**src/rtl/spike_rate_decoder_if.sv**
```systemverilog
// spike_rate_decoder_if: spike input, window control and rate/ISI result bus
interface spike_rate_decoder_if #(parameter int CNT_W = 8);
  logic             en;
  logic             spike;
  logic [CNT_W-1:0] window_len;
  logic [CNT_W-1:0] rate;
  logic             rate_valid;
  logic             rate_ready;
  logic             overrun;
  logic [CNT_W-1:0] isi;
  logic             isi_valid;
  modport master (output en, spike, window_len, rate_ready,
                  input rate, rate_valid, overrun, isi, isi_valid);
  modport slave (input en, spike, window_len, rate_ready,
                 output rate, rate_valid, overrun, isi, isi_valid);
endinterface

```
**src/rtl/spike_rate_decoder.sv**
```systemverilog
// spike_rate_decoder: windowed firing-rate count and inter-spike interval from a 1-bit spike train
module spike_rate_decoder #(parameter int CNT_W = 8) (
  input logic clk,
  input logic rst,
  spike_rate_decoder_if.slave io_bus
);
  typedef enum logic {IDLE, RUN} state_t;
  state_t r_state;
  logic [CNT_W-1:0] r_len, r_wcnt, r_scnt, r_icnt, r_rate, r_isi;
  logic r_have, r_rate_valid, r_overrun, r_isi_valid;
  logic w_run, w_last, w_load, w_isi;
  logic [CNT_W-1:0] w_len, w_wcnt, w_scnt, w_final, w_icnt_inc;
  // the IDLE->RUN cycle is window cycle 0, so it sees zeroed counters and the live window_len
  always_comb begin
    w_run = r_state == RUN;
    w_len = w_run ? r_len : io_bus.window_len;
    w_wcnt = w_run ? r_wcnt : '0;
    w_scnt = w_run ? r_scnt : '0;
    w_last = w_wcnt == w_len - CNT_W'(1);
    w_final = &w_scnt ? w_scnt : w_scnt + CNT_W'(io_bus.spike);
    w_load = io_bus.en && w_last;
    w_isi = io_bus.en && io_bus.spike && r_have;
    w_icnt_inc = &r_icnt ? r_icnt : r_icnt + CNT_W'(1);
  end
  // window/ISI counters, FSM and registered result handshake
  always_ff @(posedge clk) begin
    if (rst) begin
      r_state <= IDLE;
      r_len <= '0;
      r_wcnt <= '0;
      r_scnt <= '0;
      r_icnt <= '0;
      r_have <= 1'b0;
      r_rate <= '0;
      r_rate_valid <= 1'b0;
      r_overrun <= 1'b0;
      r_isi <= '0;
      r_isi_valid <= 1'b0;
    end else begin
      r_state <= io_bus.en ? RUN : IDLE;
      r_len <= (io_bus.en && (w_last || !w_run)) ? io_bus.window_len : r_len;
      r_wcnt <= (io_bus.en && !w_last) ? w_wcnt + CNT_W'(1) : '0;
      r_scnt <= (io_bus.en && !w_last) ? w_final : '0;
      r_icnt <= (io_bus.en && !io_bus.spike) ? w_icnt_inc : '0;
      r_have <= io_bus.en && (r_have || io_bus.spike);
      r_rate <= w_load ? w_final : r_rate;
      r_rate_valid <= w_load || (r_rate_valid && !io_bus.rate_ready);
      r_overrun <= r_overrun || (w_load && r_rate_valid && !io_bus.rate_ready);
      r_isi <= w_isi ? w_icnt_inc : r_isi;
      r_isi_valid <= w_isi;
    end
  end
  assign io_bus.rate = r_rate;
  assign io_bus.rate_valid = r_rate_valid;
  assign io_bus.overrun = r_overrun;
  assign io_bus.isi = r_isi;
  assign io_bus.isi_valid = r_isi_valid;
endmodule
```
**src/flat_wrapper.sv**
```systemverilog
// flat-port wrapper written by rule: the top's interface ports become plain ports
module spike_rate_decoder_flat 
#(parameter int CNT_W = 8)
  (clk, rst, io_bus_en, io_bus_spike, io_bus_window_len, io_bus_rate_ready, io_bus_rate, io_bus_rate_valid, io_bus_overrun, io_bus_isi, io_bus_isi_valid);
  spike_rate_decoder_if #(.CNT_W(CNT_W)) io_bus_i ();
  input logic clk;
  input logic rst;
  input wire logic [$bits(io_bus_i.en)-1:0] io_bus_en;
  input wire logic [$bits(io_bus_i.spike)-1:0] io_bus_spike;
  input wire logic [$bits(io_bus_i.window_len)-1:0] io_bus_window_len;
  input wire logic [$bits(io_bus_i.rate_ready)-1:0] io_bus_rate_ready;
  output wire logic [$bits(io_bus_i.rate)-1:0] io_bus_rate;
  output wire logic [$bits(io_bus_i.rate_valid)-1:0] io_bus_rate_valid;
  output wire logic [$bits(io_bus_i.overrun)-1:0] io_bus_overrun;
  output wire logic [$bits(io_bus_i.isi)-1:0] io_bus_isi;
  output wire logic [$bits(io_bus_i.isi_valid)-1:0] io_bus_isi_valid;
  assign io_bus_i.en = io_bus_en;
  assign io_bus_i.spike = io_bus_spike;
  assign io_bus_i.window_len = io_bus_window_len;
  assign io_bus_i.rate_ready = io_bus_rate_ready;
  assign io_bus_rate = io_bus_i.rate;
  assign io_bus_rate_valid = io_bus_i.rate_valid;
  assign io_bus_overrun = io_bus_i.overrun;
  assign io_bus_isi = io_bus_i.isi;
  assign io_bus_isi_valid = io_bus_i.isi_valid;
  spike_rate_decoder #(.CNT_W(CNT_W)) u_core (.clk(clk), .rst(rst), .io_bus(io_bus_i));
endmodule
```
**config.mk**
```make
export PLATFORM = sky130hd
export DESIGN_NAME = spike_rate_decoder_flat
export DESIGN_NICKNAME = d
export VERILOG_FILES = /design/src/rtl/spike_rate_decoder_if.sv /design/src/rtl/spike_rate_decoder.sv /design/src/flat_wrapper.sv
export SDC_FILE = /design/constraint.sdc
export NUM_CORES = 1
export LEC_CHECK = 0
export ABC_AREA = 1
export BUFFER_PORTS_ARGS = -buffer_cell sky130_fd_sc_hd__buf_2
export CORE_ASPECT_RATIO = 0.75
export CORE_UTILIZATION = 45
export CTS_CLUSTER_SIZE = 10
export DETAILED_ROUTE_END_ITERATION = 6
export GPL_TIMING_DRIVEN = 0
export PLACE_DENSITY = 0.63
export SKIP_LAST_GASP = 1
export SLEW_MARGIN = 20
export SYNTH_ARGS = -nofsm -noshare
export SYNTH_HDL_FRONTEND = slang
export SYNTH_SLANG_ARGS = --single-unit
export TNS_END_PERCENT = 100
```
**constraint.sdc**
```tcl
create_clock -name clk -period 3.58 [get_ports clk]
set_clock_uncertainty 0.2 [all_clocks]
set_input_delay 0.358 -clock clk [delete_from_list [all_inputs] [get_ports clk]]
set_output_delay 0.358 -clock clk [all_outputs]
set_load 0.05 [all_outputs]
```
==> flow_metrics.py, run 1 <==
metrics = {
    "run_status": {
        "status": "finished clean",
    },
    "yosys": {
        "synth_nets": 452,
        "synth_cell_type_count": 33,
        "syn_area_per_cell_um2": 6.582,
        "synth-edff-count": 0,
        "synth_area_um2": 2856,
        "syn_inst": 434,
        "synthTopCellsByArea": "dfxtp_1, nand2_1, inv_1",
        "ys_seq_area_frac": 0.3714,
        "synth-seq-cells": 53,
        "synth_common_cells": "nand2_1, inv_1, nor2_1, dfxtp_1, nand3_1",
        "synth_top_flop_cell": "dfxtp_1",
        "yosysMostFrequentCell": "nand2_1",
        "ys_warn_count": 0,
        "synth_top_area_frac": 0.3714,
        "async_flop_share": 0,
        "post-synth-top-area-cell": "dfxtp_1",
    },
    "clock_tree": {
        "cts_tree": "yes",
        "worstSkewPairLatency_ns": 0.30,
        "clock-sinks": 53,
        "cts_hold_buf": 0,
        "cts_root_buf": "clkbuf_8",
        "cts.clk_slew.worst_paths_ns": 0.09,
        "cts_resized": 0,
        "clk_path_buf_depth": 2,
        "numCtsBuffers": 5,
        "cts_setup_buffers": 0,
        "cts_max_level": 2,
    },
    "timing": {
        "tns_ns": 0,
        "fmax_mhz": 362.4,
        "period_needed_ns": 2.759,
        "final-setup-viol-count": 0,
        "maxSlewHeadroom": 0.5665,
        "drv_slew": 0,
        "worst_pin_slew_ns": 0.6453,
        "fin_crit_sh": 0.7707,
        "grt_setup_unrepaired": "false",
        "finalHoldViolations": 0,
    },
    "placed_design": {
        "portBuffers": 31,
        "globalplace.congestion": 0.8906,
        "numPlacedInstances": 543,
        "place_hpwl_um": 5003,
    },
    "min_path": {
        "holdCritStartpoint": "rst",
        "hp-class": "input port to flip-flop",
        "min_to": "u_core.io_bus.isi_valid",
        "holdPathStages": 2,
    },
    "worst_setup_path": {
        "end_kind": "flip-flop",
        "timing.rr.end": "u_core.r_len[5]",
        "cp_data_required_time_ns": 3.58,
        "path_max_fanout": 10,
        "cp.arrival_ns": 2.76,
        "worstSetupPathType": "flip-flop to flip-flop",
        "rrSetupSlack_ns": 0.82,
        "cp-start-kind": "flip-flop",
        "r2r_cells": 15,
        "r2r-start": "u_core.r_state",
    },
    "pwr": {
        "sw_frac_of_total": 0.2867,
        "total_power_w": 0.001106,
        "p_comb_frac": 0.134,
        "intPower_w": 0.0007891,
        "irDropWorstVdd_mv": 0.2823,
        "p_leak_nw": 1.588,
        "switchingPower_w": 0.0003172,
        "pwr-share-clk": 0.315,
        "share_seq_of_total_power": 0.551,
        "powerDensity_nw_per_um2": 345.7,
    },
    "global_route": {
        "grt_max_degree": 18,
        "grt_pass1_vias": 2422,
        "antenna_found_initial": 0,
        "grt_pass1_wl_um": 11000,
        "grt_overflow": 0,
        "grt_usage": 0.2087,
    },
    "die": {
        "start_util": 0.4780,
        "io_pins": 32,
        "die_area_um2": 6674,
        "die_x_um": 94,
        "row_count": 24,
        "core_um2": 5976,
        "die_h_um": 71,
    },
    "route": {
        "drcViolationCount": 0,
        "wl_per_cell_um": 11.73,
        "drt_iter0_markers": 126,
        "vias_per_cell": 4.780,
        "vias": 2634,
        "ant_nets": 0,
        "dr.pass1.iters": 4,
        "routed_wl_um": 6462,
    },
    "final_layout": {
        "antennaDiodeCount": 0,
        "instances_no_fill": 551,
        "area_growth_pct": 12.05,
        "n_fill_cell": 618,
        "finalNetCount": 490,
        "final_core_utilization": 0.5356,
        "drive_gt1_frac": 0.1374,
    },
    "flow_run": {
        "drv_cap": 0,
    },
}
-- sequential cells by signal (all words and copies together) (netlist names), 8 cells and up --
| register | cells |
|---|---|
| u_core.r_icnt | 8 |
| u_core.io_bus.rate | 8 |
| u_core.r_len | 8 |
| u_core.io_bus.isi | 8 |
| u_core.r_wcnt | 8 |
| u_core.r_scnt | 8 |
-- cells in the final DEF (no fill, tap or decap) --
cell	count
clkinv_1	1
nand2_1	120
ha_1	5
clkbuf_8	5
xnor2_1	3
nand3_2	1
nand2_2	4
o21ai_0	7
nor3_2	1
nor2_1	58
inv_1	71
clkbuf_1	4
nor2_4	2
o21bai_1	1
o211ai_1	5
mux2i_1	1
or2_2	2
buf_2	32
clkinvlp_4	3
nor4_2	1
a21oi_1	19
buf_4	2
nand4_1	6
o21ai_1	4
buf_6	5
nand3b_1	2
o21ai_2	1
dfxtp_1	53
inv_2	4
a31oi_1	1
nand3_4	1
nor2_2	1
nand3_1	33
nor3_1	4
xor2_1	10
-- power groups by stage --
| stage | clock network (W) | logic, W | registers [W] |
|---|---|---|---|
| floorplan | 0 | 0.0000987 | 0.000633 |
| global placement | 0 | 0.000145 | 0.000623 |
| detailed placement | 0 | 0.000147 | 0.000624 |
| CTS | 0.000362 | 0.000148 | 0.000610 |
| global route | 0.000384 | 0.000167 | 0.000612 |
| finish | 0.000348 | 0.000148 | 0.000610 |
-- cell families (layout without fill, tap and decap cells) --
family / Yosys count / in the layout / synth area share
AO/OA/AOI/OAI: 38 / 38 / 0.07359
XOR/XNOR: 13 / 13 / 0.03986
adder cells (fa/ha/maj): 5 / 5 / 0.02190
buffers and inverters: 88 / 127 / 0.1318
flip-flops: 53 / 53 / 0.3714
multiplexers: 1 / 1 / 0.003504
AND/OR/NAND/NOR: 236 / 236 / 0.3579
-- final cells by class --
class / count / area (um2) / area share
clock buffers: 5 / 68.82 / 0.02150
well taps: 78 / 97.59 / 0.03049
clock inverters: 3 / 22.52 / 0.007037
repair buffers: 31 / 155.1 / 0.04848
multi-input cells: 293 / 1419 / 0.4433
inverters: 76 / 285.3 / 0.08913
flip-flops and latches: 53 / 1061 / 0.3315
plain buffers: 12 / 91.34 / 0.02854
-- how the worst max path moves through the flow --
stage                   start          endpoint  slack, ns  cells after the start
2_1_floorplan  u_core.r_state   u_core.r_len[5]       1.31                     15
3_3_place_gp   u_core.r_state  u_core.r_scnt[6]       0.90                     15
3_5_place_dp   u_core.r_state  u_core.r_wcnt[2]       0.87                     15
4_1_cts        u_core.r_state  u_core.r_scnt[6]       0.84                     15
5_1_grt        u_core.r_state   u_core.r_len[5]       0.61                     15
6_report       u_core.r_state   u_core.r_len[5]       0.82                     15
-- layer usage --
layer  GRT usage  part of all wire  vias up
met4     0.05470             0.012        0
li1            -                 -     1405
met3     0.04516             0.063        7
met2      0.2968              0.39       81
met5           0                 0        -
met1      0.3145              0.54     1141
-- critical path: stages, from the launching register on --
cell and delay, ns:
dfxtp_1 0.32, buf_6 0.13, inv_2 0.15, nand2_1 0.11, nand2_2 0.14, ha_1 0.23
nand3_1 0.11, nor2_2 0.19, nand3_1 0.11, nand3_1 0.11, nand2_1 0.10, nor2_4 0.18
nand3_4 0.13, buf_2 0.23, a21oi_1 0.16, nor2_1 0.06
-- through the flow --
| stage | hold slack [ns] | instance area (um2) | setup WS (ns) |
|---|---|---|---|
| after global placement | 0.2403 | 3109 | 0.9000 |
| after floorplan | 0.2271 | 2856 | 1.311 |
| final | 0.07719 | 3201 | 0.8207 |
| after detailed placement | 0.2535 | 3109 | 0.8655 |
| after global routing | 0.09396 | 3201 | 0.6110 |
| after CTS | 0.06820 | 3201 | 0.8372 |
Note: power is estimated with default switching activity, not from simulation.
==> run 2: changes to the inputs <==
==> constraint.sdc (replaced) <==
create_clock -name clk -period 2.86 [get_ports clk]
set_clock_uncertainty 0.2 [all_clocks]
set_input_delay 0.286 -clock clk [delete_from_list [all_inputs] [get_ports clk]]
set_output_delay 0.286 -clock clk [all_outputs]
set_load 0.05 [all_outputs]
==> flow_metrics.py, run 2 (same netlist as run 1, synthesis figures left out) <==
metrics = {
    "pwr": {
        "irDropWorstVdd_mv": 0.3588,
        "intPower_w": 0.0009891,
        "sw_frac_of_total": 0.2870,
        "p_comb_frac": 0.136,
        "pwr-share-clk": 0.314,
        "share_seq_of_total_power": 0.550,
        "p_leak_nw": 1.595,
        "powerDensity_nw_per_um2": 430.7,
        "switchingPower_w": 0.0003981,
    },
    "route": {
        "wl_per_cell_um": 11.68,
        "drt-met1-wl_um": 3496,
        "met3_length_um": 378,
        "vias": 2648,
        "routed_wl_um": 6446,
        "vias_per_cell": 4.797,
        "ant_nets": 0,
        "drt_iter0_markers": 130,
        "highest_layer": "met4",
        "dr.pass1.iters": 4,
        "drcViolationCount": 0,
        "wl_met2_um": 2523,
    },
    "global_route": {
        "antenna_found_initial": 0,
        "grt_overflow": 0,
        "grt_usage": 0.2092,
        "grt_max_degree": 18,
        "grt_pass1_vias": 2426,
        "grt_pass1_wl_um": 11030,
    },
    "worst_setup_path": {
        "timing.rr.end": "u_core.r_len[5]",
        "path_max_fanout": 10,
        "r2r-start": "u_core.r_state",
        "cp_data_required_time_ns": 2.86,
        "rrSetupSlack_ns": 0.21,
        "worstSetupPathType": "flip-flop to flip-flop",
        "r2r_cells": 15,
        "end_kind": "flip-flop",
        "cp-start-kind": "flip-flop",
        "cp.arrival_ns": 2.64,
    },
    "die": {
        "row_count": 24,
        "io_pins": 32,
        "core_um2": 5976,
        "die_x_um": 94,
        "start_util": 0.4780,
        "die_h_um": 71,
        "die_area_um2": 6674,
    },
    "clock_tree": {
        "cts_root_buf": "clkbuf_8",
        "cts_tree": "yes",
        "cts_max_level": 2,
        "cts.clk_slew.worst_paths_ns": 0.10,
        "numCtsBuffers": 5,
        "clk_path_buf_depth": 2,
        "clock-sinks": 53,
        "worstSkewPairLatency_ns": 0.30,
    },
    "timing": {
        "finalHoldViolations": 0,
        "drv_slew": 0,
        "tns_ns": 0,
        "hold_ws_ns": 0.02055,
        "fmax_mhz": 378.0,
        "grt_setup_unrepaired": "false",
        "fin_crit_sh": 0.9251,
        "period_needed_ns": 2.646,
        "maxSlewHeadroom": 0.5692,
        "worst_pin_slew_ns": 0.6413,
        "final-setup-viol-count": 0,
    },
    "placed_design": {
        "portBuffers": 31,
        "numPlacedInstances": 543,
        "globalplace.congestion": 0.8906,
        "place_hpwl_um": 5003,
    },
    "min_path": {
        "holdCritStartpoint": "io_bus_window_len[0]",
        "holdPathStages": 3,
        "min_to": "u_core.r_len[0]",
        "hp-class": "input port to flip-flop",
    },
    "final_layout": {
        "final_common_cell": "nand2_1",
        "instances_no_fill": 552,
        "drive_gt1_frac": 0.1371,
        "area_growth_pct": 12.75,
        "layout_common_cells": "nand2_1, inv_1, nor2_1",
        "finalNetCount": 491,
        "antennaDiodeCount": 0,
        "n_fill_cell": 615,
    },
    "flow_run": {
        "drv_cap": 0,
    },
    "run_status": {
        "status": "finished clean",
    },
}
run 2: cell type report:
class	instances	area (um2)	area share
Multi-Input combinational cell	293	1424	0.4421
Sequential cell	53	1061	0.3294
Inverter	76	287.8	0.08936
Timing Repair Buffer	32	165.2	0.05128
Tap cell	78	97.59	0.03030
Buffer	12	93.84	0.02914
Clock buffer	5	68.82	0.02137
Clock inverter	3	22.52	0.006993
run 2: critical path, stage by stage (launching register included):
cell	delay, ns
dfxtp_1	0.33
buf_6	0.14
buf_6	0.16
nand2_1	0.07
nand2_2	0.10
ha_1	0.21
nand3_1	0.13
nor2_4	0.15
nand3_1	0.09
nand3_1	0.10
nand2_1	0.10
nor2_4	0.18
nand3_4	0.12
clkbuf_4	0.23
a21oi_1	0.16
nor2_1	0.06
run 2: worst max-delay path by stage:
stage | from | end | cells past startpoint
after global routing | u_core.r_state | u_core.r_len[5] | 15
final | u_core.r_state | u_core.r_len[5] | 15
after detailed placement | u_core.r_state | u_core.r_wcnt[2] | 15
after global placement | u_core.r_state | u_core.r_scnt[6] | 15
after CTS | u_core.r_state | u_core.r_scnt[6] | 15
after floorplan | u_core.r_state | u_core.r_len[5] | 15
run 2: metal layers:
metal	GRT usage	vias to the layer above
met5	0	-
met4	0.05470	0
met2	0.2976	71
li1	-	1405
met3	0.04516	4
met1	0.3152	1168
run 2: through the flow:
| step | util | area [um2] | worst slack, ns | total power (W) |
|---|---|---|---|---|
| 2_1_floorplan | - | 2856 | 0.5909 | 0.0009155 |
| 3_3_place_gp | 0.5203 | 3109 | 0.1800 | 0.0009619 |
| 3_5_place_dp | 0.5203 | 3109 | 0.1455 | 0.0009647 |
| 4_1_cts | 0.5373 | 3211 | 0.1172 | 0.001403 |
| 5_1_grt | 0.5389 | 3221 | 0.01932 | 0.001459 |
| 6_report | 0.5389 | 3221 | 0.2142 | 0.001387 |
run 2: power by group through the flow:
stage / Clock (W) / Sequential, W / Combinational, W
2_1_floorplan: 0 / 0.000792 / 0.000124
3_3_place_gp: 0 / 0.000780 / 0.000182
3_5_place_dp: 0 / 0.000781 / 0.000184
4_1_cts: 0.000453 / 0.000764 / 0.000186
5_1_grt: 0.000481 / 0.000766 / 0.000212
6_report: 0.000435 / 0.000764 / 0.000188
run 2: timing repair:
action | 4_1_cts | 5_1_grt
resized for setup | 0 | 3
setup endpoints to repair | 0 | 22
endpoints found under the hold margin | 3 | 0
hold buffers | 1 | 0
buffers inserted | 0 | 0
